`config.mk`:
```
export PLATFORM = sky130hd
export DESIGN_NAME = ahb_slave_decoder
export DESIGN_NICKNAME = d
export VERILOG_FILES = /design/src/rtl/ahb_slave_decoder.sv
export SDC_FILE = /design/constraint.sdc
export NUM_CORES = 1
export LEC_CHECK = 0
export ABC_AREA = 1
export BUFFER_PORTS_ARGS = -buffer_cell sky130_fd_sc_hd__buf_2
export CAP_MARGIN = 0
export CORE_MARGIN = 2
export CORE_UTILIZATION = 31
export CTS_CLUSTER_SIZE = 16
export DETAILED_ROUTE_END_ITERATION = 12
export GPL_TIMING_DRIVEN = 0
export MAX_ROUTING_LAYER = met4
export PLACE_DENSITY = 0.81
export SYNTH_ARGS = -nofsm -noshare
export SYNTH_HDL_FRONTEND = slang
export SYNTH_SLANG_ARGS = --single-unit
```
`constraint.sdc`:
```
create_clock -name pll_core_cpuclk -period 1.7 [get_ports pll_core_cpuclk]
set_clock_uncertainty 0.2 [all_clocks]
set_input_delay 0.085 -clock pll_core_cpuclk [delete_from_list [all_inputs] [get_ports pll_core_cpuclk]]
set_output_delay 0.085 -clock pll_core_cpuclk [all_outputs]
set_load 0.005 [all_outputs]
```
`src/rtl/ahb_slave_decoder.sv`:
```
// ---------------------------------------------------------------------------
// ahb_slave_decoder
//
// Single-master AHB-lite address decoder and response multiplexer. It sits
// between the CPU master port and up to three slaves. Slave 1 is the on-chip
// SRAM controller. Slaves 2 and 3 are peripheral regions. Any address that
// matches no region goes to a built-in default slave. The default slave
// answers every unmapped NONSEQ/SEQ with a two-cycle ERROR response. It also
// records the first failing address in a sticky error status.
//
// Ports
//   pll_core_cpuclk       system clock, rising edge
//   pad_cpu_rst           synchronous active-high reset
//   haddr_m/htrans_m/hwrite_m   master address-phase signals
//   hrdata_m/hready_m/hresp_m   response returned to the master
//   hready_bcast          copy of hready_m, driven to every slave as HREADYIN
//   hsel_s1..hsel_s3      slave selects, decoded from the address only
//   hrdata_sN/hready_sN/hresp_sN  slave responses
//   err_clr               clears err_vld
//   err_vld/err_addr/err_write    sticky record of the first unmapped access
// ---------------------------------------------------------------------------
module ahb_slave_decoder #(
    parameter logic [31:0] S1_BASE = 32'h0000_0000,
    parameter logic [31:0] S1_MASK = 32'hFFFC_0000,
    parameter logic [31:0] S2_BASE = 32'h4000_0000,
    parameter logic [31:0] S2_MASK = 32'hFFFF_0000,
    parameter logic [31:0] S3_BASE = 32'h6000_0000,
    parameter logic [31:0] S3_MASK = 32'hF000_0000
) (
    input  logic        pll_core_cpuclk,
    input  logic        pad_cpu_rst,

    input  logic [31:0] haddr_m,
    input  logic [1:0]  htrans_m,
    input  logic        hwrite_m,
    output logic [31:0] hrdata_m,
    output logic        hready_m,
    output logic [1:0]  hresp_m,
    output logic        hready_bcast,

    output logic        hsel_s1,
    output logic        hsel_s2,
    output logic        hsel_s3,
    input  logic [31:0] hrdata_s1,
    input  logic [31:0] hrdata_s2,
    input  logic [31:0] hrdata_s3,
    input  logic        hready_s1,
    input  logic        hready_s2,
    input  logic        hready_s3,
    input  logic [1:0]  hresp_s1,
    input  logic [1:0]  hresp_s2,
    input  logic [1:0]  hresp_s3,

    input  logic        err_clr,
    output logic        err_vld,
    output logic [31:0] err_addr,
    output logic        err_write
);

    localparam logic [1:0] RESP_OKAY  = 2'b00;
    localparam logic [1:0] RESP_ERROR = 2'b01;

    typedef enum logic [1:0] {
        ST_IDLE = 2'd0,
        ST_ERR1 = 2'd1,
        ST_ERR2 = 2'd2
    } err_state_t;

    err_state_t  state_q;
    err_state_t  state_d;
    logic [1:0]  dsel_q;
    logic [1:0]  dec_sel;
    logic        match_s1;
    logic        match_s2;
    logic        match_s3;
    logic        unmapped;
    logic        def_ready;
    logic [1:0]  def_resp;
    logic        err_start;
    logic        err_capture;

    // Address-phase decode. Overlapping regions resolve S1 > S2 > S3.
    // The selects ignore htrans_m. A slave only acts when it also sees an
    // active transfer with HREADYIN high.
    always_comb begin
        match_s1 = ((haddr_m & S1_MASK) == S1_BASE);
        match_s2 = ((haddr_m & S2_MASK) == S2_BASE);
        match_s3 = ((haddr_m & S3_MASK) == S3_BASE);
        hsel_s1  = match_s1;
        hsel_s2  = match_s2 & ~match_s1;
        hsel_s3  = match_s3 & ~match_s1 & ~match_s2;
        unmapped = ~(match_s1 | match_s2 | match_s3);
        dec_sel  = 2'd0;
        if (hsel_s1) begin
            dec_sel = 2'd1;
        end else if (hsel_s2) begin
            dec_sel = 2'd2;
        end else if (hsel_s3) begin
            dec_sel = 2'd3;
        end
    end

    // An accepted NONSEQ/SEQ to an unmapped address starts an error response.
    // While the FSM is in ERR1, hready_m is low, so this cannot fire then.
    assign err_start = hready_m & htrans_m[1] & unmapped;

    // Data-phase select. IDLE/BUSY owe no data phase, so they park on the
    // default slave, which answers OKAY with zero wait.
    always_ff @(posedge pll_core_cpuclk) begin
        if (pad_cpu_rst) begin
            dsel_q <= 2'd0;
        end else if (hready_m) begin
            dsel_q <= htrans_m[1] ? dec_sel : 2'd0;
        end
    end

    // Default-slave error FSM state register.
    always_ff @(posedge pll_core_cpuclk) begin
        if (pad_cpu_rst) begin
            state_q <= ST_IDLE;
        end else begin
            state_q <= state_d;
        end
    end

    // Next state and default-slave response. The ERROR response needs one
    // cycle with hready low, then one cycle with hready high.
    always_comb begin
        state_d   = state_q;
        def_ready = 1'b1;
        def_resp  = RESP_OKAY;
        unique case (state_q)
            ST_IDLE: begin
                if (err_start) begin
                    state_d = ST_ERR1;
                end
            end
            ST_ERR1: begin
                def_ready = 1'b0;
                def_resp  = RESP_ERROR;
                state_d   = ST_ERR2;
            end
            ST_ERR2: begin
                def_resp = RESP_ERROR;
                state_d  = err_start ? ST_ERR1 : ST_IDLE;
            end
            default: begin
                state_d = ST_IDLE;
            end
        endcase
    end

    // Response mux driven by the registered data-phase select.
    always_comb begin
        hrdata_m = 32'h0;
        hready_m = def_ready;
        hresp_m  = def_resp;
        unique case (dsel_q)
            2'd1: begin
                hrdata_m = hrdata_s1;
                hready_m = hready_s1;
                hresp_m  = hresp_s1;
            end
            2'd2: begin
                hrdata_m = hrdata_s2;
                hready_m = hready_s2;
                hresp_m  = hresp_s2;
            end
            2'd3: begin
                hrdata_m = hrdata_s3;
                hready_m = hready_s3;
                hresp_m  = hresp_s3;
            end
            default: begin
            end
        endcase
    end

    assign hready_bcast = hready_m;

    // Sticky error status. A capture is allowed when nothing is held yet,
    // or when the held record is being cleared in the same cycle. In that
    // case the capture wins, so the new error is not lost.
    assign err_capture = err_start & (~err_vld | err_clr);

    always_ff @(posedge pll_core_cpuclk) begin
        if (pad_cpu_rst) begin
            err_vld   <= 1'b0;
            err_addr  <= 32'h0;
            err_write <= 1'b0;
        end else if (err_capture) begin
            err_vld   <= 1'b1;
            err_addr  <= haddr_m;
            err_write <= hwrite_m;
        end else if (err_clr) begin
            err_vld <= 1'b0;
        end
    end

endmodule
```
---- After elaboration in Yosys (flattened, before gate mapping) ----
Cells that the tools add are included.
storage, ports and cells
  word-level logic and storage cells ...... 44
  input port bits ......................... 143
  output and inout port bits .............. 73
  flip-flop bits (word level) ............. 38
operators by class
  bitwise operators ....................... 13
  muxes and demuxes ....................... 14
  reduce and logical (&&, ||, !) cells .... 4
  equal/unequal tests ..................... 8
operators by type and width
  operator              count
  $pmux 32 s3           1
  $logic_not 32->1      1
  $eq 16x15->1 const B  1
  $pmux 2 s3            2
  $mux 2                5
  $and 1x1->1           6
  $eq 2x2->1 const B    3
  $mux 1                5
  $eq 2x1->1 const B    2
  $eq 4x3->1 const B    1
  $not 1->1             4
  $or 1x1->1            3
  $pmux 1 s3            1
  $logic_not 2->1       1
  $ne 2x2->1 const B    1
  $reduce_bool 2->1     1
  $reduce_or 2->1       1

---- Depth between registers and ports, before layout ----
  word-level depth ........................ 8
  gate-level depth with buffers ........... 12
  gate-level depth less buffers ........... 10

---- Least setup slack after synthesis ----
OpenSTA, ideal clock, no wires.
  kind .................................... register to register
  from .................................... register dsel_q[0]
  to ...................................... register err_addr[10]
  library setup time ...................... 0.113 ns
  path slack .............................. -0.092 ns
  data required time ...................... 1.387 ns
  path buffers ............................ 2
  stages on the path, launching flop included .. 12
  arrival ................................. 1.479 ns
  clock period less this slack ............ 1.792 ns
  cells stage by stage .................... dfxtp_1 nand2_1 inv_2 nand2_1 nand3_1 nand2_2 nor2_4 nand3_1 buf_2 buf_2 nor2_1 nor2_1
between the ends
  cells in the longest elaborated chain, start to end .. 5
  elaborated cells on any way between the ends .. 7
  classes of those cells .................. 3 x eq/ne; 1 x mux; 3 x bitwise
RTL lines
  what                                             line  source
  from (decl)                                      71    logic [1:0] dsel_q;
  from (signal assigned)                           113   dsel_q <= htrans_m[1] ? dec_sel : 2'd0;
  $eq 2x2->1 / $eq 2x1->1 (equally long branches)  158   unique case (dsel_q)
  $pmux 1 s3 *                                     158
  $and 1x1->1 * (2 in a row)                       105   assign err_start = hready_m & htrans_m[1] & unmapped;
  $and 1x1->1 *                                    184   assign err_capture = err_start & (~err_vld | err_clr);
  to (signal assigned)                             193   err_addr <= haddr_m;
  to (decl)                                        56    output logic [31:0] err_addr,
Every way passes the cells marked *; elsewhere a longest branch is shown, timed or not.
A chain may end at the register's enable or synchronous reset.

---- Worst setup path in the final report ----
  from .................................... register dsel_q[1]
  to ...................................... output port hrdata_m[29]
between the ends
  cells in the longest elaborated chain, start to end .. 2
  elaborated cells on any way between the ends .. 4
  classes of those cells .................. 3 x eq/ne; 1 x mux
RTL lines
  what                                             line  source
  $eq 2x2->1 / $eq 2x1->1 (equally long branches)  158
  $pmux 32 s3 *                                    158
  to (decl)                                        36    output logic [31:0] hrdata_m,
Marked as above.

==> metrics.md <==
| Metric | Value |
|---|---|
| CP endpoint kind | output pin |
| Clock power frac | 23.1% |
| CTS Buf Count | 5 |
| CTS tree | done |
| Critical Path AT | 1.49 ns |
| Worst-Skew Late Latency | 0.29 ns |
| Final worst slack | -0.07145 ns |
| Final setup viols | 45 |
| Fin util | 61.94% |
| Switching power of the nets | 0.0009808 W |
| CTS clk-pin slew, worst paths | 0.08 ns |
| Status | finished with violations |
| Total clock sinks | 38 |
| Cells after synthesis | 440 |
| Layout cells sized above 1 | 45.34% |
| Switching Fraction | 33.66% |
| Data required, critical path | 1.41 ns |
| Yosys warning total | 0 |
| CTS H-tree lvls | 2 |
| Distinct cells, synth | 18 |
| DR vias/cell | 4.571 |
| Area delta synth->final | 96.45% |
| Fmax | 564.5 MHz |
| Power Total | 0.002914 W |
| DIE HEIGHT | 91.96 µm |
| Vias in the first global route | 3,619 |
| DRC | 0 |
| Kind of critical path | register to output pin |
| P_leak | 2.712 nW |
| Sequential-to-total area share from yosys stat | 31.72% |
| Total GRT Usage | 24.00% |
| DRT Pass-1 Iters | 4 |
| Antenna-violating nets left | 0 |
| Power Dens Cells | 618.4 mW/mm² |
| Area occupied by registers | 770.7 µm² |
| Seq pwr share | 36.7% |
| Global route overflow | 0 |
| WL/cell | 12.71 µm |
| Area of the multi-input gates | 0.001579 mm² |
| Initial Util | 31.53% |
| Slew margin rel. | 65.36% |
| Min Tclk post-route | 1.771 ns |
| Cell Int Power | 0.001933 W |
| Num ports | 216 |
| Port-buffer cells | 214 |
| Clock tree root buffer cell | clkbuf_8 |
| Core Box Area | 0.007607 mm² |
| Die W | 91.96 µm |
| Max Cap Violations | 0 |
| Initial antenna violation count | 1 |
| Global-route wire length before repair | 16,140 µm |
| Combinational group share of total power | 40.2% |
| Vias | 3,757 |
| Longest Clk Path Bufs | 2 |
| Routability Congestion | 0.8688 |
| RSZ-0062 raised after global routing | yes |
| R2r setup slk | -0.06 ns |
| Slew Limit Fails | 0 |
| Synth Area per Inst | 5.451 µm² |
| Netlist Area Pre-Place | 0.002399 mm² |
| Tcrit/Tclk final | 104.2% |
| Critical Path Fanout Max | 5 |
| Final setup TNS | -1.144 ns |
| Net count, final | 865 |
| Worst min path class | input port to register |
| Row count | 32 |
| Fillers | 674 |
| Initial DRC Count | 143 |
| Hold Violations, Final | 0 |
| DPL Wire Length | 7087 µm |
| Startpoint Class | register |
| Post-synth net total | 587 |
| Largest net degree at the start of global routing | 13 |
| DIE AREA | 0.008457 mm² |
| Failing checks | setup timing |
| Peak supply drop | 0.0005388 V |
| Synth Register Bits | 38 |
| Least-Margin Pin Slew | 0.5196 ns |
| Final wirelength | 10,450 µm |
-- sequential cells by signal (all words and copies together) (netlist names) --
name       flops
err_addr      32
err_vld        1
dsel_q         2
err_write      1
state_q        2
-- path summary, 6_finish.rpt --
kind                                               start                        end  cells past startpoint
worst max-delay path              dsel_q[1]$_SDFFE_PP0N_               hrdata_m[29]                      8
worst min-delay path                           hready_s2     dsel_q[0]$_SDFFE_PP0N_                      6
worst max register to register    dsel_q[1]$_SDFFE_PP0N_  err_addr[21]$_SDFFE_PP0P_                     12
worst min register to register  err_addr[1]$_SDFFE_PP0P_   err_addr[1]$_SDFFE_PP0P_                      4
-- stage by stage --
stage,instance area [µm²],std cells,setup slack (ns),hold slack [ns]
after global placement,3630,756,-0.2570,0.1069
after CTS,4603,820,-0.02573,0.01718
final,4712,822,-0.07145,0.01205
after floorplan,2431,440,-0.02664,-0.05335
after global routing,4712,822,-0.1570,0.05712
after detailed placement,3630,756,-0.3012,0.1128
-- synthesized netlist by cell type (all sizes together) --
master  number  area share (%)
a21oi        5             1.0
buf          6             1.6
clkinv       1            0.16
ha           4             2.1
inv         54             8.5
o21ai        2            0.42
clkbuf      14             2.2
nand3       39             8.1
nand2      191              30
nor2        85              14
dfxtp       38              32
nand4        1            0.26
-- layout make-up --
type	count	share of cell area, %
Timing Repair Buffer	274	36.22
Clock inverter	2	0.2655
Tap cell	102	2.708
Sequential cell	38	16.36
Buffer	17	4.647
Clock buffer	6	1.753
Inverter	55	4.488
Antenna cell	1	0.05311
Multi-Input combinational cell	327	33.51
-- power by group through the flow --
stage                     clock (W)  sequential (W)  combinational, W
after floorplan                   0         0.00110          0.000424
after global placement            0         0.00108          0.000810
after detailed placement          0         0.00109          0.000832
after CTS                  0.000680         0.00107           0.00108
after global routing       0.000733         0.00108           0.00129
final                      0.000674         0.00107           0.00117
-- layer usage --
layer  global-route usage, %  wire (µm)
met5                       -          0
met4                   11.07        435
met3                   5.588        779
met2                   43.63       5449
met1                   24.38       3781
-- cell usage in the layout (no fill, tap or decap), types with 2 or more instances in the layout --
cell,n
a21oi_1,5
buf_16,2
buf_2,212
buf_4,14
buf_6,7
buf_8,7
clkbuf_1,3
clkbuf_16,2
clkbuf_4,2
clkbuf_8,11
dfxtp_1,34
dfxtp_2,2
dfxtp_4,2
dlygate4sd3_1,35
ha_1,3
inv_1,49
inv_2,3
inv_4,2
nand2_1,172
nand2_2,15
nand2_4,4
nand3_1,34
nand3_2,4
nor2_1,55
nor2_2,15
nor2_4,15
-- what timing repair did --
| item | 4_1_cts | 5_1_grt |
|---|---|---|
| pin swaps | 13 | 4 |
| endpoints found under the setup margin | 69 | 68 |
| resized for setup | 98 | 29 |
| hold buffers | 35 | 0 |
| setup buffers | 18 | 3 |
| cloned | 6 | 0 |
| endpoints found under the hold margin | 37 | 0 |
-- critical path, stage by stage (launching register included) --
cell and delay [ns]:
dfxtp_4 0.38, inv_4 0.04, nor2_4 0.09, buf_4 0.14
buf_6 0.13, clkbuf_8 0.15, nand2_1 0.06, nand3_1 0.09
buf_2 0.11
-- logic make-up after synthesis --
kind of cell    count (synthesis)  synth area share, %
buf+inv                        75                12.42
compound gates                  7                1.460
simple gates                  316                52.32
fa+ha+maj                       4                2.087
flops                          38                31.72
Power figures use the tool's default switching activity.
